### src/rtl/cskipa_rr_scheduler.sv
// Round-robin scheduler sharing one carry-skip adder between NREQ requesters.
// The winning requester's operands are summed combinationally and captured in
// a single registered response stage tagged with the requester ID.
module cskipa_rr_scheduler #(
   parameter int WIDTH = 22,
   parameter int NREQ  = 4,
   parameter int IDW   = 2
) (
   input  logic                  i_clk,
   input  logic                  i_rst_n,
   input  logic [NREQ-1:0]       i_req_valid,
   input  logic [NREQ*WIDTH-1:0] i_req_a,
   input  logic [NREQ*WIDTH-1:0] i_req_b,
   output logic [NREQ-1:0]       o_req_ready,
   output logic                  o_rsp_valid,
   output logic [IDW-1:0]        o_rsp_id,
   output logic [WIDTH-1:0]      o_sum,
   output logic                  o_cout,
   input  logic                  i_rsp_ready
);

   // Operands are padded so at least one spare zero bit sits above WIDTH;
   // the carry out of bit WIDTH-1 then lands in sum bit WIDTH.
   localparam int BLK  = 4;
   localparam int NBLK = WIDTH / BLK + 1;
   localparam int PW   = NBLK * BLK;

   logic [IDW-1:0]   ptr;
   logic [IDW:0]     cand;
   logic [IDW-1:0]   grant_idx;
   logic             grant_any;
   logic [NREQ-1:0]  grant;
   logic             can_accept;
   logic             fire;
   logic [WIDTH-1:0] op_a;
   logic [WIDTH-1:0] op_b;
   logic [WIDTH:0]   add_res;

   // Ripple within each 4-bit block; a fully propagating block passes its
   // incoming carry straight through (the skip path).
   function automatic logic [WIDTH:0] cskip_add(input logic [WIDTH-1:0] a,
                                               input logic [WIDTH-1:0] b);
      logic [PW-1:0] ap;
      logic [PW-1:0] bp;
      logic [PW-1:0] sp;
      logic          c;
      logic          c_blk_in;
      logic          p_blk;
      logic          p;
      logic          g;
      ap = PW'(a);
      bp = PW'(b);
      sp = '0;
      c  = 1'b0;
      for (int blk = 0; blk < NBLK; blk++) begin
         c_blk_in = c;
         p_blk    = 1'b1;
         for (int i = 0; i < BLK; i++) begin
            p = ap[blk*BLK+i] ^ bp[blk*BLK+i];
            g = ap[blk*BLK+i] & bp[blk*BLK+i];
            sp[blk*BLK+i] = p ^ c;
            c     = g | (p & c);
            p_blk = p_blk & p;
         end
         c = p_blk ? c_blk_in : c;
      end
      return sp[WIDTH:0];
   endfunction

   // Search valid bits from ptr upward with wrap; first hit wins.
   always_comb begin
      cand      = '0;
      grant_idx = '0;
      grant_any = 1'b0;
      for (int i = 0; i < NREQ; i++) begin
         cand = {1'b0, ptr} + (IDW+1)'(i);
         if (cand >= (IDW+1)'(NREQ)) cand = cand - (IDW+1)'(NREQ);
         if (!grant_any && i_req_valid[cand[IDW-1:0]]) begin
            grant_any = 1'b1;
            grant_idx = cand[IDW-1:0];
         end
      end
   end

   assign grant       = grant_any ? (NREQ'(1) << grant_idx) : '0;
   assign can_accept  = !o_rsp_valid || i_rsp_ready;
   assign fire        = grant_any && can_accept && i_rst_n;
   assign o_req_ready = fire ? grant : '0;

   assign op_a    = i_req_a[int'(grant_idx)*WIDTH +: WIDTH];
   assign op_b    = i_req_b[int'(grant_idx)*WIDTH +: WIDTH];
   assign add_res = cskip_add(op_a, op_b);

   // Response register refills on accept, otherwise drains when consumed.
   always_ff @(posedge i_clk or negedge i_rst_n) begin
      if (!i_rst_n) begin
         o_rsp_valid <= 1'b0;
         o_rsp_id    <= '0;
         o_sum       <= '0;
         o_cout      <= 1'b0;
         ptr         <= '0;
      end else if (fire) begin
         o_rsp_valid <= 1'b1;
         o_rsp_id    <= grant_idx;
         o_sum       <= add_res[WIDTH-1:0];
         o_cout      <= add_res[WIDTH];
         ptr         <= (grant_idx == IDW'(NREQ-1)) ? '0 : grant_idx + 1'b1;
      end else if (i_rsp_ready) begin
         o_rsp_valid <= 1'b0;
      end
   end

endmodule
### config.mk
export PLATFORM = sky130hd
export DESIGN_NAME = cskipa_rr_scheduler
export DESIGN_NICKNAME = d
export VERILOG_FILES = /design/src/rtl/cskipa_rr_scheduler.sv
export SDC_FILE = /design/constraint.sdc
export NUM_CORES = 1
export LEC_CHECK = 0
export CORE_ASPECT_RATIO = 1.4
export CORE_MARGIN = 2
export CORE_UTILIZATION = 37
export CTS_BUF_LIST = sky130_fd_sc_hd__clkbuf_4
export CTS_CLUSTER_DIAMETER = 120
export DETAILED_ROUTE_END_ITERATION = 12
export MAX_ROUTING_LAYER = met4
export PLACE_DENSITY = 0.81
export SYNTH_ARGS = -nofsm -noshare
export SYNTH_HDL_FRONTEND = slang
export SYNTH_SLANG_ARGS = --single-unit
### constraint.sdc
create_clock -name i_clk -period 10.3 [get_ports i_clk]
set_input_delay 3.09 -clock i_clk [delete_from_list [all_inputs] [get_ports i_clk]]
set_output_delay 3.09 -clock i_clk [all_outputs]
set_load 0.02 [all_outputs]
Yosys cells after proc, flatten, opt, wreduce, memory -nomap -nowiden
Index checks and enable logic that the tools add are counted.
Word-level totals
  bits of input ports: 183
  logic and storage cells: 189
  memory bits (writable): 0
  ROM bits: 0
  bits in registers: 28
  latch bits: 0
  output and inout bits: 30
  memories: 0
Operators by class
  reductions and logical operators: 11
  multipliers: 1
  add/sub/neg operators: 8
  order comparisons: 8
  bitwise gates (word level): 122
  mux-type cells: 30
  equal/unequal tests: 1
  divide/modulo/power cells: 0
  shift operators: 3
Operators by type and width (count)
  $shiftx A88 B32 Y22: 1
  $shiftx A88 B8 Y22: 1
  $and A1 B1 Y1: 58
  $xor A1 B1 Y1: 43
  $or A1 B1 Y1: 21
  $mux W2: 9
  $mux W1: 15
  $lt A2 B3 Y1 const B: 4
  $ge A3 B3 Y1 const B: 3
  $bmux W1 S2: 4
  $mux W4: 2
  $sub A2 B1 Y2 const B: 4
  $add A2 B2 Y3 const B: 2
  $mul A2 B4 Y6 const B: 1
  $logic_and A1 B1 Y1: 5
  $logic_not A1 Y1: 4
  $shl A1 B2 Y4 const A: 1
  $add A2 B1 Y3 const B: 1
  $ge A2 B3 Y1 const B: 1
  $add A2 B1 Y2 const B: 1
  $eq A2 B2 Y1 const B: 1
  $reduce_bool A2 Y1: 1
  $logic_or A1 B1 Y1: 1

Longest topological paths before layout
Gate-level depths: netlist (run 1).
  depth after elaboration: 64
  depth in mapped cells: 39
  mapped depth without buffers: 37

Worst setup path before layout (run 1)
Ideal clock, no wire load.
  path kind: input port to flip-flop
  start point: input port i_req_valid[1]
  end point: register o_sum[21]
  data required time: 10.175 ns
  slack: -3.060 ns
  stages: 38
  buffers on the path: 2
  setup time: 0.125 ns
  arrival time: 13.235 ns
  path through: or3_1 a31oi_1 buf_6 buf_6 mux2i_1 mux2i_1 ha_1 fa_1 fa_1 fa_1 nand2_1 fa_1 fa_1 fa_1 fa_1 mux2_2 fa_1 fa_1 [... 2 more ...] nand2_1 nand2_1 fa_1 fa_1 fa_1 fa_1 nand2_1 o21ai_0 a21o_1 fa_1 fa_1 fa_1 fa_1 mux2_2 fa_1 inv_1 fa_1 mux2_2
On the way
  cells in the longest elaborated chain, start to end: 61
  elaborated cells on any way between the ends: 131
  those cells by class: mul (1); shift (2); mux (21); bitwise (99); reduce/logical (8)
RTL lines
  start, declared: RTL line 11  | input logic [NREQ-1:0] i_req_valid,
  $bmux W1 S2: RTL line 78  | if (!grant_any && i_req_valid[cand[IDW-1:0]]) begin
  $mux W1 (not written as such): RTL line 78
  $mux W1: RTL line 78
  $logic_not A1 Y1: RTL line 78
  $logic_and A1 B1 Y1: RTL line 78
  $mux W1: RTL line 78
  $logic_not A1 Y1: RTL line 78
  $logic_and A1 B1 Y1: RTL line 78
  [... 46 more ...]
  $or A1 B1 Y1: RTL line 62  | c = g | (p & c);
  $and A1 B1 Y1: RTL line 62
  $or A1 B1 Y1: RTL line 62
  $mux W1: RTL line 65  | c = p_blk ? c_blk_in : c;
  $and A1 B1 Y1: RTL line 62
  $or A1 B1 Y1: RTL line 62
  $xor A1 B1 Y1 (*): RTL line 61  | sp[blk*BLK+i] = p ^ c;
  named net add_res[21]: RTL line 37  | logic [WIDTH:0] add_res;
  end signal, assigned: RTL line 105  | o_sum <= add_res[WIDTH-1:0];
  end, declared: RTL line 17  | output logic [WIDTH-1:0] o_sum,
The timed path passes the listed nets; every way through them passes the cells marked *. The select of a mux whose other input is x is not followed.
A chain may end at the register's enable or synchronous reset.

Worst setup path in the final report (run 1)
Same ends and word-level chain as after synthesis.

==> flow_metrics.py, run 1 <==
metrics = {
    "run_status": {
        "status": "finished, violations left",
        "violations": "negative setup slack",
    },
    "setup_path": {
        "slowest_stage": "fa_2",
        "path_buf_inv": 5,
        "required_ns": 10.52,
        "critPathTopFamily": "adder cells",
        "r2r_start": "ptr[0]$_DFFE_PN0P_",
        "rrSetupSlack_ns": 0.25,
        "path_common_cell": "fa_2",
        "regToRegEndpoint": "o_sum[21]$_DFFE_PN0P_",
        "end_kind": "flop",
        "reg2regPathDepth": 39,
        "crit_type": "input port to flop",
        "critPathArrivalTime_ns": 12.66,
        "cp_max_fo": 5,
        "cp-start-kind": "input port",
        "critPathMaxStageDelay_ns": 0.42,
    },
    "clock_tree": {
        "root_buffer": "clkbuf_4",
        "cts_tree": "yes",
        "cts.reportedPaths.clkPinSlew_ns": 0.15,
        "numCtsBuffers": 3,
        "clk_latency_ns": 0.32,
        "cts_hold_buf": 0,
        "clockBufferDepth": 2,
        "cts-htree-levels": 1,
        "clock_sinks": 28,
    },
    "logic_synthesis": {
        "yosys_warnings": 0,
        "ys_seq_elements": 28,
        "yosys.area.top_type": "mux2i_1",
        "synthesis.instances": 349,
        "yosysSeqAreaShare": 0.183,
        "synth_top_cell_area_share": 0.346,
        "syn_area_per_cell_um2": 11.0,
        "synth_area_um2": 3820,
        "synth_area_leaders": "mux2i_1 (35%), dfrtp_1 (18%), mux2_2 (13%)",
        "synth_cell_types": 24,
        "syn_nets": 577,
    },
    "detailed_routing": {
        "ant_nets": 0,
        "drt-vias-per-instance": 4.86,
        "vias": 3429,
        "wl_per_cell_um": 15.6,
        "drcViolationCount": 0,
        "dr.pass1.iters": 4,
        "wl_mm": 11.0,
        "drt-initial-drc-count": 64,
    },
    "die": {
        "ios": 213,
        "start_util": 0.382,
        "core_area_um2": 10000,
        "row_count": 43,
        "die_y_um": 124,
        "die_x_um": 89.9,
        "dieArea_um2": 11200,
    },
    "timing": {
        "max_freq_mhz": 80.4,
        "fin_worst_skew_ns": 0.00304,
        "setup_slack_ns": -2.13,
        "final_max_slew_viol_count": 0,
        "fin_crit_ns": 12.43,
        "period_share": 1.21,
        "hold_viol_final": 0,
        "holdWs_ns": 0.499,
        "setup_viol": 7,
        "grt_setup_unrepaired": "yes",
        "slew_headroom": 0.391,
        "worstMarginPinSlew_ns": 0.914,
    },
    "worst_hold_path": {
        "hold_class": "flop to flop",
        "hold_start": "o_rsp_id[1]$_DFFE_PN0P_",
        "holdPathStages": 2,
        "min_to": "o_rsp_id[1]$_DFFE_PN0P_",
    },
    "global_route": {
        "antenna_found_initial": 1,
        "grt_max_degree": 51,
        "gr-total-overflow": 0,
        "grt_pass1_wl_mm": 17.7,
        "grt_pass1_vias": 3752,
        "grtUsageTotal": 0.200,
    },
    "power": {
        "power.total_w": 0.00137,
        "peakVddDrop_v": 0.0000856,
        "p_per_area_nw_per_um2": 217,
        "cellLeakagePower_nw": 2.74,
    },
    "layout": {
        "final_nets": 798,
        "synthToLayoutAreaGrowth_pct": 65.2,
        "drive_gt1_frac": 0.200,
        "layout_commonest_cell": "clkdlybuf4s50_1",
        "finalNonFillerCells": 705,
        "final_cell_mix": "clkdlybuf4s50_1 (208), mux2i_1 (128), mux2_2 (40), dfrtp_1 (28), ha_1 (23)",
    },
    "placed_design": {
        "globalplace.congestion": 0.801,
        "hpwlAfterDp_mm": 9.46,
        "placed_cells": 694,
        "port-buffer-count": 212,
    },
    "run": {
        "drv_cap": 0,
    },
}
[metrics by stage]
| step | instance area (um^2) | util | setup slack, ns | setup TNS (ns) |
|---|---|---|---|---|
| 3_5_place_dp | 6140 | 0.613 | -2.90 | -13.36 |
| 4_1_cts | 6290 | 0.629 | -2.32 | -8.93 |
| 3_3_place_gp | 6140 | 0.613 | -2.69 | -11.77 |
| 6_report | 6320 | 0.631 | -2.13 | -7.70 |
| 2_1_floorplan | 3900 | - | -2.21 | -8.37 |
| 5_1_grt | 6320 | 0.631 | -2.41 | -9.64 |
[cells in the mapped netlist (all sizes together)]
master,instances
a21o,1
nand2,25
inv,8
and2,1
fa,21
dfrtp,28
buf,20
or2,1
mux2,43
a21oi,1
or3,1
ha,24
nor2,6
nand2b,4
nand4,5
a31oi,2
clkbuf,4
o31ai,1
mux2i,132
o21ai,21
[worst register-to-register path, delay by kind of cell (launching register included)]
| family | cells | cell delay (ns) |
|---|---|---|
| AND/OR/NAND/NOR | 5 | 0.69 |
| flip-flops | 1 | 0.37 |
| adder cells (fa/ha/maj) | 22 | 7.04 |
| multiplexers | 5 | 1.05 |
| buffers and inverters | 4 | 0.39 |
| AO/OA/AOI/OAI | 3 | 0.41 |
[layout make-up]
cell class                      count  area (um^2)
Fill cell                         847         3690
Multi-Input combinational cell    289         2980
Timing Repair Buffer              240         2380
Sequential cell                    28          701
Tap cell                          135          169
Clock inverter                      1         30.0
Inverter                            8         30.0
Clock buffer                        3         22.5
Antenna cell                        1         2.50
[how the worst max path moves through the flow]
stage | start | to | slack [ns] | cells after the start
6_report | i_req_valid[1] | o_sum[21]$_DFFE_PN0P_ | -2.13 | 40
5_1_grt | i_req_valid[1] | o_sum[21]$_DFFE_PN0P_ | -2.41 | 40
4_1_cts | i_req_valid[1] | o_sum[21]$_DFFE_PN0P_ | -2.32 | 39
3_5_place_dp | i_req_valid[1] | o_sum[21]$_DFFE_PN0P_ | -2.90 | 37
3_3_place_gp | i_req_valid[1] | o_sum[21]$_DFFE_PN0P_ | -2.69 | 37
2_1_floorplan | i_req_valid[1] | o_sum[21]$_DFFE_PN0P_ | -2.21 | 37
[metal layers]
layer	vias to the layer above	track usage	routed length (um)
met5	-	-	0
met4	0	0.0643	303
met3	16	0.0266	425
met2	100	0.406	6510
met1	1619	0.189	3780
li1	1694	-	-
[logic make-up after synthesis]
| logic type | count (synthesis) | share of synthesized area |
|---|---|---|
| fa+ha+maj | 45 | 0.189 |
| compound gates | 26 | 0.0360 |
| mux | 175 | 0.472 |
| flops | 28 | 0.183 |
| buf+inv | 32 | 0.0697 |
| simple gates | 43 | 0.0501 |
[registers in the layout, indices dropped and copies added, names as in the netlist]
register     flops
o_sum           22
o_rsp_valid      1
o_cout           1
ptr              2
o_rsp_id         2
[timing repair]
| item | CTS | global route |
|---|---|---|
| buffers inserted | 4 | 1 |
| pin swaps | 9 | 10 |
| gates resized for setup | 23 | 8 |
| setup endpoints to repair | 7 | 7 |
| cloned | 1 | 0 |
[report_power, final]
part | switching [W] | total (W) | internal (W) | leakage, nW
sequential | 0.0000299 | 0.000193 | 0.000163 | 0.339
clock | 0.0000313 | 0.0000706 | 0.0000393 | 0.0279
combinational | 0.000521 | 0.00111 | 0.000588 | 2.37
total | 0.000582 | 0.00137 | 0.000790 | 2.74
Power figures use the tool's default switching activity.
==> run 2, diff against run 1 <==
==> config.mk (replaced) <==
export PLATFORM = sky130hd
export DESIGN_NAME = cskipa_rr_scheduler
export DESIGN_NICKNAME = d
export VERILOG_FILES = /design/src/rtl/cskipa_rr_scheduler.sv
export SDC_FILE = /design/constraint.sdc
export NUM_CORES = 1
export LEC_CHECK = 0
export ABC_CLOCK_PERIOD_IN_PS = 10300
export CORE_ASPECT_RATIO = 1.4
export CORE_MARGIN = 2
export CORE_UTILIZATION = 36
export CTS_CLUSTER_DIAMETER = 120
export DETAILED_ROUTE_END_ITERATION = 12
export HOLD_SLACK_MARGIN = 0.08
export MAX_ROUTING_LAYER = met4
export PLACE_DENSITY = 0.79
export SYNTH_ARGS = -nofsm -noshare
export SYNTH_HDL_FRONTEND = slang
export SYNTH_SLANG_ARGS = --single-unit
==> flow_metrics.py, run 2 (same netlist as run 1, synthesis figures left out) <==
metrics = {
    "run_status": {
        "status": "finished, violations left",
        "violations": "negative setup slack",
    },
    "timing": {
        "grt_setup_unrepaired": "yes",
        "fin_crit_ns": 12.53,
        "setup_viol": 7,
        "hold_viol_final": 0,
        "fin_setup_tns_ns": -8.39,
        "slew_headroom": 0.368,
        "worstMarginPinSlew_ns": 0.949,
        "setup_slack_ns": -2.23,
        "max_freq_mhz": 79.8,
        "fin_worst_skew_ns": 0.00488,
        "period_share": 1.22,
        "final_max_slew_viol_count": 0,
    },
    "setup_path": {
        "cp-start-kind": "input port",
        "slowest_stage": "fa_2",
        "critPathTopFamily": "adder cells",
        "path_common_cell": "fa_2",
        "rrSetupSlack_ns": 0.28,
        "critPathArrivalTime_ns": 12.67,
        "crit_type": "input port to flop",
        "required_ns": 10.44,
        "end_kind": "flop",
        "path_buf_inv": 3,
        "cp_max_fo": 6,
        "critPathMaxStageDelay_ns": 0.41,
    },
    "power": {
        "cellLeakagePower_nw": 2.85,
        "peakVddDrop_v": 0.0000997,
        "p_per_area_nw_per_um2": 236,
    },
    "detailed_routing": {
        "vias": 3478,
        "dr.pass1.iters": 4,
        "drt-vias-per-instance": 4.79,
        "wl_mm": 11.2,
        "wl_per_cell_um": 15.4,
        "drt-initial-drc-count": 108,
        "drcViolationCount": 0,
        "ant_nets": 0,
    },
    "clock_tree": {
        "clock_sinks": 28,
        "cts-htree-levels": 1,
        "numCtsBuffers": 3,
        "clk_latency_ns": 0.26,
        "cts.reportedPaths.clkPinSlew_ns": 0.07,
        "clockBufferDepth": 2,
        "cts_tree": "yes",
        "root_buffer": "clkbuf_16",
        "cts_hold_buf": 0,
    },
    "placed_design": {
        "globalplace.congestion": 0.877,
        "post_dp_cell_area_um2": 6140,
        "placed_cells": 698,
        "port-buffer-count": 212,
        "hpwlAfterDp_mm": 9.47,
    },
    "layout": {
        "regMostFlops": "o_sum",
        "synthToLayoutAreaGrowth_pct": 69.5,
        "drive_gt1_frac": 0.223,
        "final_area_um2": 6480,
        "largest_reg_flops": 22,
        "layout_commonest_cell": "clkdlybuf4s50_1",
        "finalNonFillerCells": 726,
        "reg.largest.list": "o_sum x22, o_rsp_id x2, ptr x2",
        "final_cell_mix": "clkdlybuf4s50_1 (207), mux2i_1 (130), buf_4 (43), mux2_2 (40), dfrtp_1 (28)",
        "fillerInstances": 917,
        "antenna_cells": 0,
        "final_nets": 817,
    },
    "die": {
        "row_count": 44,
        "die_x_um": 91.1,
        "core_area_um2": 10300,
        "ios": 213,
        "die_y_um": 126,
        "dieArea_um2": 11500,
        "start_util": 0.369,
    },
    "global_route": {
        "grtUsageTotal": 0.199,
        "grt_pass1_vias": 3824,
        "antenna_found_initial": 0,
        "grt_pass1_wl_mm": 18.1,
        "gr-total-overflow": 0,
        "grt_max_degree": 51,
    },
    "worst_hold_path": {
        "hold_class": "flop to flop",
    },
    "run": {
        "drv_cap": 0,
    },
}
-- run 2: cell count changes in the layout (fill, tap and decap cells not counted), moves of 2 or more --
cell and delta:
buf_4 +22, buf_6 -3, clkbuf_16 +3, clkbuf_4 -3, mux2i_1 +2, mux2i_2 -2
-- run 2: worst min-delay path, stage by stage (launching register included) --
cell,delay (ns)
dfrtp_1,0.34
nand2_1,0.04
o21ai_0,0.06
-- run 2: worst paths after layout --
path	start	end	cells past startpoint
min reg2reg	o_sum[6]$_DFFE_PN0P_	o_sum[6]$_DFFE_PN0P_	2
max	i_req_valid[1]	o_sum[21]$_DFFE_PN0P_	38
min	o_sum[6]$_DFFE_PN0P_	o_sum[6]$_DFFE_PN0P_	2
max in group asynchronous	i_rst_n	o_sum[16]$_DFFE_PN0P_	2
min in group asynchronous	i_rst_n	o_rsp_id[0]$_DFFE_PN0P_	2
max reg2reg	ptr[1]$_DFFE_PN0P_	o_sum[21]$_DFFE_PN0P_	37
-- run 2: timing repair --
| action | in CTS | in global routing |
|---|---|---|
| buffers inserted | 20 | 3 |
| pin swaps | 4 | 2 |
| cloned | 1 | 0 |
| setup endpoints to repair | 7 | 7 |
| gates resized for setup | 18 | 5 |
-- run 2: layer usage --
metal	GRT usage	vias to the layer above	wire [um]
li1	-	1723	-
met1	0.200	1617	4010
met2	0.387	116	6380
met3	0.0203	22	418
met4	0.0766	0	382
met5	-	-	0
-- run 2: metrics by stage --
step	setup slack, ns	total power (W)	hold slack, ns	utilization
after global routing	-2.51	0.00168	0.515	0.626
after CTS	-2.26	0.00152	0.486	0.623
final	-2.23	0.00153	0.480	0.626
after global placement	-2.69	0.00125	0.466	0.594
after floorplan	-2.21	0.000938	0.533	-
after detailed placement	-2.88	0.00129	0.469	0.594
-- run 2: report_power, final --
part | total [W] | leakage [nW] | switching (W) | internal [W]
logic | 0.00122 | 2.46 | 0.000548 | 0.000673
registers | 0.000193 | 0.339 | 0.0000294 | 0.000164
clock network | 0.000114 | 0.0511 | 0.0000366 | 0.0000773
-- run 2: layout make-up --
cell class                 count  area [um^2]  share of cell area
tap                          138          173              0.0267
sequential                    28          701               0.108
clock buffer                   3         75.1              0.0116
timing repair buffer         259         2500               0.386
multi-input combinational    289         2970               0.458
clock inverter                 1         30.0             0.00463
inverter                       8         30.0             0.00463
